<file path="src/rtl/riscv_pkg.sv">
// Shared types for the write-back pipeline: stage record, write-back source
// encoding and the data-selection rule used at MEM/WB.
package riscv_pkg;

  localparam int XLEN   = 32;
  localparam int REG_AW = 5;

  typedef enum logic [1:0] {
    WB_ALU = 2'd0,
    WB_MEM = 2'd1,
    WB_PC4 = 2'd2
  } wb_sel_t;

  // One in-flight instruction. In EX, data is not yet meaningful because the
  // ALU result arrives combinationally during that stage.
  typedef struct packed {
    logic              valid;
    logic [REG_AW-1:0] rd;
    logic              wen;
    wb_sel_t           wbsel;
    logic [XLEN-1:0]   pc4;
    logic [XLEN-1:0]   data;
  } stage_t;

  // Raw 2-bit decode field to enum; the reserved code behaves as ALU.
  function automatic wb_sel_t decodeWbSel(input logic [1:0] raw);
    wb_sel_t sel;
    unique case (raw)
      2'd1:    sel = WB_MEM;
      2'd2:    sel = WB_PC4;
      default: sel = WB_ALU;
    endcase
    return sel;
  endfunction

  // Final write-back value of an instruction sitting in MEM.
  function automatic logic [XLEN-1:0] resolveData(
    input wb_sel_t         wbsel,
    input logic [XLEN-1:0] pc4,
    input logic [XLEN-1:0] aluData,
    input logic [XLEN-1:0] memRdata
  );
    logic [XLEN-1:0] result;
    unique case (wbsel)
      WB_MEM:  result = memRdata;
      WB_PC4:  result = pc4;
      default: result = aluData;
    endcase
    return result;
  endfunction

endpackage

</file>
<file path="src/rtl/riscv_fwd_mux.sv">
// Bypass selector for one decode source operand. Picks the youngest in-flight
// producer of the source register and reports a load-use hazard when that
// producer is a load still in EX.
module riscv_fwd_mux import riscv_pkg::*; (
  input  stage_t            exStage,
  input  stage_t            memStage,
  input  stage_t            wbStage,
  input  logic [XLEN-1:0]   exAlu,
  input  logic [XLEN-1:0]   memRdata,
  input  logic [REG_AW-1:0] srcAddr,
  output logic              fwdEn,
  output logic [XLEN-1:0]   fwdData,
  output logic              loadUse
);

  logic srcLive;
  logic exHit;
  logic memHit;
  logic wbHit;

  // x0 is hard-wired zero, so it never takes a bypass.
  assign srcLive = (srcAddr != '0);
  assign exHit   = srcLive & exStage.valid  & exStage.wen  & (exStage.rd  == srcAddr);
  assign memHit  = srcLive & memStage.valid & memStage.wen & (memStage.rd == srcAddr);
  assign wbHit   = srcLive & wbStage.valid  & wbStage.wen  & (wbStage.rd  == srcAddr);

  // Fields of the stage records this selector has no use for.
  logic unusedBits;
  assign unusedBits = ^{exStage.data, wbStage.wbsel, wbStage.pc4};

  // Youngest producer wins: EX, then MEM, then WB.
  always_comb begin
    // NOTE: every output gets a default first so no path leaves a latch.
    fwdEn   = 1'b0;
    fwdData = '0;
    loadUse = 1'b0;
    if (exHit) begin
      fwdEn   = 1'b1;
      // A load in EX has no data yet; the ALU value passed here is not
      // meaningful and the hazard flag forces the consumer to wait a cycle.
      fwdData = (exStage.wbsel == WB_PC4) ? exStage.pc4 : exAlu;
      loadUse = (exStage.wbsel == WB_MEM);
    end else if (memHit) begin
      fwdEn   = 1'b1;
      fwdData = resolveData(memStage.wbsel, memStage.pc4, memStage.data, memRdata);
    end else if (wbHit) begin
      // Same value the regfile is being written with this cycle.
      fwdEn   = 1'b1;
      fwdData = wbStage.data;
    end
  end

endmodule

</file>
<file path="src/rtl/riscv_wb_pipe.sv">
// Destination-side pipeline from decode to the regfile write port. Carries
// each instruction's rd/wen/write-back source through EX, MEM and WB, drives
// the write port from WB, and supplies bypass data plus a load-use flag for
// the decode-stage source operands.
module riscv_wb_pipe import riscv_pkg::*; (
  input  logic              clk_i,
  input  logic              rst_i,
  input  logic              stall_i,
  input  logic              flush_i,
  input  logic              id_valid_i,
  input  logic [REG_AW-1:0] id_rd_i,
  input  logic              id_wen_i,
  input  logic [1:0]        id_wbsel_i,
  input  logic [XLEN-1:0]   id_pc_i,
  input  logic [REG_AW-1:0] id_rs1_i,
  input  logic [REG_AW-1:0] id_rs2_i,
  input  logic [XLEN-1:0]   ex_alu_i,
  input  logic [XLEN-1:0]   mem_rdata_i,
  output logic [REG_AW-1:0] AddrD_o,
  output logic [XLEN-1:0]   DataD_o,
  output logic              RegWEn_o,
  output logic              fwd_a_en_o,
  output logic [XLEN-1:0]   fwd_a_o,
  output logic              fwd_b_en_o,
  output logic [XLEN-1:0]   fwd_b_o,
  output logic              load_use_o
);

  stage_t exQ, memQ, wbQ;
  stage_t exD, memD, wbD;
  logic   loadUseA, loadUseB;

  // Decode fields become the next EX entry; stall and flush both insert a bubble.
  always_comb begin
    exD       = '0;
    exD.valid = id_valid_i & ~stall_i & ~flush_i;
    exD.rd    = id_rd_i;
    exD.wen   = id_wen_i;
    exD.wbsel = decodeWbSel(id_wbsel_i);
    exD.pc4   = id_pc_i + XLEN'(4);
  end

  // EX moves to MEM with its ALU result; a taken branch kills the EX instruction.
  always_comb begin
    memD      = exQ;
    memD.data = ex_alu_i;
    if (flush_i) begin
      memD.valid = 1'b0;
    end
  end

  // MEM moves to WB with its final write-back value selected.
  always_comb begin
    wbD      = memQ;
    wbD.data = resolveData(memQ.wbsel, memQ.pc4, memQ.data, mem_rdata_i);
  end

  // Stage registers; stall never freezes them, it only starves EX.
  always_ff @(posedge clk_i) begin
    // NOTE: sequential state uses non-blocking assignments so every stage
    // samples the pre-edge value of the one before it.
    if (rst_i) begin
      exQ  <= '0;
      memQ <= '0;
      wbQ  <= '0;
    end else begin
      exQ  <= exD;
      memQ <= memD;
      wbQ  <= wbD;
    end
  end

  // Regfile write port straight from WB; writes to x0 are suppressed here.
  assign RegWEn_o = wbQ.valid & wbQ.wen & (wbQ.rd != '0);
  assign AddrD_o  = wbQ.rd;
  assign DataD_o  = wbQ.data;

  riscv_fwd_mux fwdA (
    .exStage  (exQ),
    .memStage (memQ),
    .wbStage  (wbQ),
    .exAlu    (ex_alu_i),
    .memRdata (mem_rdata_i),
    .srcAddr  (id_rs1_i),
    .fwdEn    (fwd_a_en_o),
    .fwdData  (fwd_a_o),
    .loadUse  (loadUseA)
  );

  riscv_fwd_mux fwdB (
    .exStage  (exQ),
    .memStage (memQ),
    .wbStage  (wbQ),
    .exAlu    (ex_alu_i),
    .memRdata (mem_rdata_i),
    .srcAddr  (id_rs2_i),
    .fwdEn    (fwd_b_en_o),
    .fwdData  (fwd_b_o),
    .loadUse  (loadUseB)
  );

  // Only a real decode instruction can be held back by a load in EX.
  assign load_use_o = id_valid_i & (loadUseA | loadUseB);

endmodule

</file>
<file path="config.mk">
export PLATFORM = sky130hd
export DESIGN_NAME = riscv_wb_pipe
export DESIGN_NICKNAME = d
export VERILOG_FILES = /design/src/rtl/riscv_pkg.sv /design/src/rtl/riscv_fwd_mux.sv /design/src/rtl/riscv_wb_pipe.sv
export SDC_FILE = /design/constraint.sdc
export NUM_CORES = 1
export LEC_CHECK = 0
export CORE_MARGIN = 5
export CORE_UTILIZATION = 52
export DETAILED_ROUTE_END_ITERATION = 12
export HOLD_SLACK_MARGIN = 0.1
export PLACE_DENSITY = 0.94
export SKIP_LAST_GASP = 1
export SYNTH_ARGS = -nofsm -noshare
export SYNTH_HDL_FRONTEND = slang
export SYNTH_SLANG_ARGS = --single-unit
export TNS_END_PERCENT = 10
</file>
<file path="constraint.sdc">
create_clock -name clk_i -period 4.55 [get_ports clk_i]
set_clock_uncertainty 0.05 [all_clocks]
set_input_delay 0.455 -clock clk_i [delete_from_list [all_inputs] [get_ports clk_i]]
set_output_delay 0.455 -clock clk_i [all_outputs]
set_load 0.005 [all_outputs]
</file>
==> flow_summary.html <==
<table>
<tr><th>Metric</th><th>Value</th></tr>
<tr><th colspan="2">Timing</th></tr>
<tr><td>TNS Setup</td><td>0 ps</td></tr>
<tr><td>Final-report setup violation count</td><td>0</td></tr>
<tr><td>Setup repair after global routing missed its margin</td><td>false</td></tr>
<tr><td>Tcrit/Tclk final</td><td>87.7%</td></tr>
<tr><td>Final Hold Vio Count</td><td>0</td></tr>
<tr><td>Final worst-path setup slack</td><td>561 ps</td></tr>
<tr><td>Actual transition at the worst max-transition pin</td><td>939 ps</td></tr>
<tr><td>Worst slew margin relative to its limit</td><td>36.9%</td></tr>
<tr><td>Number of max-slew violations in the final report</td><td>0</td></tr>
<tr><td>Crit path time final</td><td>3990 ps</td></tr>
<tr><td>Highest Clock Rate</td><td>251 MHz</td></tr>
<tr><th colspan="2">Final layout</th></tr>
<tr><td>Share of final-layout standard cells stronger than drive strength 1</td><td>5.28%</td></tr>
<tr><td>Area growth syn-to-layout</td><td>35.0%</td></tr>
<tr><td>Cell area after layout</td><td>0.0103 sq mm</td></tr>
<tr><td>Share of the core filled with cells in the final layout</td><td>71.5%</td></tr>
<tr><td>Non-filler cells in the finished layout</td><td>1246</td></tr>
<tr><td>Final Net Count</td><td>1170</td></tr>
<tr><td>Commonest non-fill, non-tap cell in the layout</td><td>sky130_fd_sc_hd__clkdlybuf4s50_1</td></tr>
<tr><td>Commonest cells after routing, fill and taps aside</td><td>sky130_fd_sc_hd__clkdlybuf4s50_1 (222), sky130_fd_sc_hd__dfxtp_1 (153), sky130_fd_sc_hd__nor2b_1 (95)</td></tr>
<tr><th colspan="2">Worst setup path</th></tr>
<tr><td>Type of element launching the critical path</td><td>input pin</td></tr>
<tr><td>Required time of the critical path</td><td>4050 ps</td></tr>
<tr><td>Instance count on the critical path</td><td>8</td></tr>
<tr><td>Critical path's top delay family</td><td>buffers and inverters</td></tr>
<tr><td>Cell depth of the worst flop-to-flop path</td><td>6</td></tr>
<tr><td>Cell repeated most along the worst path</td><td>sky130_fd_sc_hd__clkdlybuf4s50_1</td></tr>
<tr><td>Start-to-end type of the worst setup path</td><td>in -&gt; out</td></tr>
<tr><td>Data arrival, critical path</td><td>3480 ps</td></tr>
<tr><td>Critical Path Fanout Max</td><td>35</td></tr>
<tr><td>CP endpoint kind</td><td>output pin</td></tr>
<tr><td>List of cells traversed by the critical path</td><td>clkdlybuf4s50_1 &gt; or4_1 &gt; nor2_2 &gt; or3_2 &gt; buf_4 &gt; and3_1 &gt; o31a_1 &gt; clkdlybuf4s50_1</td></tr>
<tr><td>Slowest stage delay, CP</td><td>570 ps</td></tr>
<tr><td>Cell type of the slowest stage on the worst timing path</td><td>sky130_fd_sc_hd__or4_1</td></tr>
<tr><td>Worst path bufs/invs</td><td>3</td></tr>
<tr><th colspan="2">Clock network</th></tr>
<tr><td>TritonCTS clock tree</td><td>yes</td></tr>
<tr><td>Clock sinks</td><td>153</td></tr>
<tr><td>Hold-fix buffer count after cts</td><td>0</td></tr>
<tr><td>Cell at the root of the clock tree</td><td>sky130_fd_sc_hd__clkbuf_16</td></tr>
<tr><td>Clock Path Buffers</td><td>2</td></tr>
<tr><td>Buffer count from post-CTS setup fixing</td><td>0</td></tr>
<tr><td>Total clock buffers created by CTS</td><td>17</td></tr>
<tr><td>Post-cts gate resize count</td><td>0</td></tr>
<tr><td>Register clock-pin slew on the reported worst setup and hold paths</td><td>60 ps</td></tr>
<tr><td>Worst-Skew Late Latency</td><td>420 ps</td></tr>
<tr><td>Deepest level of the CTS H-tree</td><td>4</td></tr>
<tr><th colspan="2">Place</th></tr>
<tr><td>Placed instance count</td><td>1213</td></tr>
<tr><td>Post-detailed-placement half-perimeter wirelength</td><td>16900 um</td></tr>
<tr><td>Standard cell area after detailed placement</td><td>0.00967 sq mm</td></tr>
<tr><td>Port buffer count</td><td>223</td></tr>
<tr><td>Final weighted congestion in routability-driven placement</td><td>0.897</td></tr>
<tr><td>Post-Place Worst Slack</td><td>636 ps</td></tr>
<tr><th colspan="2">Pwr</th></tr>
<tr><td>Power per unit of standard cell area</td><td>330 mW/mm^2</td></tr>
<tr><td>Standby leakage power</td><td>0.00411 uW</td></tr>
<tr><td>VDD IR max</td><td>0.000247 V</td></tr>
<tr><th colspan="2">GRT</th></tr>
<tr><td>Global-route met1 utilization</td><td>33.1%</td></tr>
<tr><td>Most utilized layer in the global route result</td><td>met2</td></tr>
<tr><td>Number of global-route vias before repair</td><td>6919</td></tr>
<tr><td>Sum of overflow across all layers after global routing</td><td>0</td></tr>
<tr><td>Initial antenna violation count</td><td>1</td></tr>
<tr><td>Met3 demand-to-capacity share in global routing</td><td>6.19%</td></tr>
<tr><td>Met2 Use GR</td><td>43.7%</td></tr>
<tr><td>Global-route wire length before repair</td><td>37300 um</td></tr>
<tr><td>Global router's overall resource usage</td><td>26.6%</td></tr>
<tr><td>Largest net degree at the start of global routing</td><td>83</td></tr>
<tr><th colspan="2">Worst hold path</th></tr>
<tr><td>Hold path depth</td><td>1</td></tr>
<tr><td>Worst min path class</td><td>reg -&gt; reg</td></tr>
<tr><th colspan="2">Synth</th></tr>
<tr><td>Cell area after technology mapping</td><td>0.00767 sq mm</td></tr>
<tr><td>Synthesized Nets</td><td>1021</td></tr>
<tr><td>Share of synthesized area occupied by flip-flops and latches</td><td>39.9%</td></tr>
<tr><td>Warnings, synthesis</td><td>0</td></tr>
<tr><td>Number of standard cells after synthesis</td><td>899</td></tr>
<tr><td>Synthesized area divided by synthesized cell count</td><td>8.53 sq um</td></tr>
<tr><td>Count of state elements after synthesis</td><td>153</td></tr>
<tr><td>Number of distinct library cell variants in the gate-level netlist after synthesis</td><td>37</td></tr>
<tr><th colspan="2">Detailed routing</th></tr>
<tr><td>Average wire length per cell after detail routing</td><td>19.0 um</td></tr>
<tr><td>Drt via density</td><td>5.77</td></tr>
<tr><td>DRC violation total after the first TritonRoute iteration</td><td>808</td></tr>
<tr><td>Routed via count</td><td>7193</td></tr>
<tr><td>DR DRC count</td><td>0</td></tr>
<tr><td>Final Routed Wirelength</td><td>23700 um</td></tr>
<tr><td>First drt pass iteration count</td><td>6</td></tr>
<tr><td>DRT antenna net count</td><td>0</td></tr>
<tr><th colspan="2">Floorplan</th></tr>
<tr><td>Standard-cell row count</td><td>44</td></tr>
<tr><td>Total Die Area</td><td>0.0173 sq mm</td></tr>
<tr><td>Initial cell density of the core</td><td>53.0%</td></tr>
<tr><td>Die Height</td><td>131 um</td></tr>
<tr><td>Boundary Pins</td><td>224</td></tr>
<tr><td>Core outline area</td><td>0.0145 sq mm</td></tr>
<tr><td>Die X-Extent</td><td>131 um</td></tr>
<tr><th colspan="2">Run</th></tr>
<tr><td>Maxcap violations</td><td>0</td></tr>
<tr><th colspan="2">Status</th></tr>
<tr><td>Result of the run</td><td>completed</td></tr>
</table>
-- state kept, by name (all words and copies together), names as in the netlist --
register / cells
memQ: 73
DataD_o: 32
exQ: 41
AddrD_o: 5
wbQ: 2
-- worst reg2reg max path, delay by kind of cell, from the launching register on --
family	cells	cell delay, ps
and+or+nand+nor	1	220
AOI/OAI and AO/OA	2	430
DFF	1	310
adders and majority gates	1	530
buffers and inverters	2	450
-- layer usage --
layer	share of wire, %	vias up
met1	40	3378
met5	0	-
met3	8.7	68
met2	48	379
met4	3.5	0
li1	-	3368
-- metrics by stage --
step	hold slack [ps]	total power [uW]
after detailed placement	403	1850
after floorplan	388	1660
final	411	3420
after global placement	392	1840
after global routing	420	3530
after CTS	414	3430
-- report_power, final --
part           internal [uW]  leakage, uW  switching (uW)  total [uW]
combinational            207      0.00251             172         380
sequential              1410      0.00127            38.3        1450
clock                   1030     0.000329             563        1590
total                   2640      0.00411             774        3420
-- path summary, 6_finish.rpt --
path,start,end,slack [ps]
setup / recovery,id_rs2_i[0],fwd_b_o[29],560
hold / removal,exQ[38]$_SDFF_PP0_,memQ[38]$_SDFF_PP0_,410
setup reg to reg,memQ[65]$_SDFF_PP0_,DataD_o[5]$_SDFF_PP0_,2480
hold reg to reg,exQ[38]$_SDFF_PP0_,memQ[38]$_SDFF_PP0_,410
-- cell usage after synthesis --
master | number | share of area, %
sky130_fd_sc_hd__nand3_1 | 51 | 3.3
sky130_fd_sc_hd__buf_6 | 7 | 1.0
sky130_fd_sc_hd__o21a_1 | 1 | 0.098
sky130_fd_sc_hd__buf_4 | 38 | 3.7
sky130_fd_sc_hd__and4_1 | 3 | 0.34
sky130_fd_sc_hd__nor2_2 | 1 | 0.082
sky130_fd_sc_hd__and3_1 | 35 | 2.9
sky130_fd_sc_hd__a22oi_1 | 39 | 3.8
sky130_fd_sc_hd__or4_1 | 3 | 0.29
sky130_fd_sc_hd__nor4_2 | 1 | 0.16
sky130_fd_sc_hd__a21oi_1 | 47 | 3.1
sky130_fd_sc_hd__and2_1 | 2 | 0.16
sky130_fd_sc_hd__o21ai_0 | 26 | 1.7
sky130_fd_sc_hd__nand2_1 | 34 | 1.7
sky130_fd_sc_hd__a221o_1 | 25 | 3.3
sky130_fd_sc_hd__and3_4 | 1 | 0.15
sky130_fd_sc_hd__or3_1 | 4 | 0.33
sky130_fd_sc_hd__xnor2_1 | 31 | 3.5
sky130_fd_sc_hd__clkbuf_1 | 43 | 2.1
sky130_fd_sc_hd__and2_0 | 1 | 0.082
sky130_fd_sc_hd__nor4_1 | 4 | 0.33
sky130_fd_sc_hd__nor3b_1 | 3 | 0.29
sky130_fd_sc_hd__mux2i_1 | 32 | 4.2
sky130_fd_sc_hd__nor4b_1 | 1 | 0.11
sky130_fd_sc_hd__inv_1 | 37 | 1.8
sky130_fd_sc_hd__xor2_1 | 26 | 3.0
sky130_fd_sc_hd__or2_1 | 1 | 0.082
sky130_fd_sc_hd__nor3_1 | 4 | 0.26
sky130_fd_sc_hd__nand4_1 | 15 | 1.2
sky130_fd_sc_hd__buf_1 | 7 | 0.34
sky130_fd_sc_hd__nor2_1 | 81 | 4.0
sky130_fd_sc_hd__a221oi_1 | 7 | 0.80
sky130_fd_sc_hd__ha_1 | 3 | 0.49
sky130_fd_sc_hd__dfxtp_1 | 153 | 40
sky130_fd_sc_hd__buf_2 | 11 | 0.72
sky130_fd_sc_hd__nor2b_1 | 96 | 7.8
sky130_fd_sc_hd__o31a_1 | 25 | 2.9
-- cell families (layout without fill, tap and decap cells) --
family,count (synthesis),in the layout,synth area share (%)
AND/OR/NAND/NOR,341,341,23.5
AO/OA/AOI/OAI,170,170,15.6
flip-flops,153,153,39.9
buffers and inverters,143,305,9.73
XOR/XNOR,57,57,6.51
multiplexers,32,32,4.18
adder cells (fa/ha/maj),3,3,0.490
other,0,1,0
-- layout make-up --
type / count / area [sq um]
tap: 184 / 230
timing repair buffer: 236 / 2340
clock inverter: 12 / 213
multi-input combinational: 603 / 3890
clock buffer: 20 / 467
inverter: 37 / 139
sequential: 153 / 3060
fill: 1070 / 4130
antenna: 1 / 2.50
(Power assumes the default switching activity.)
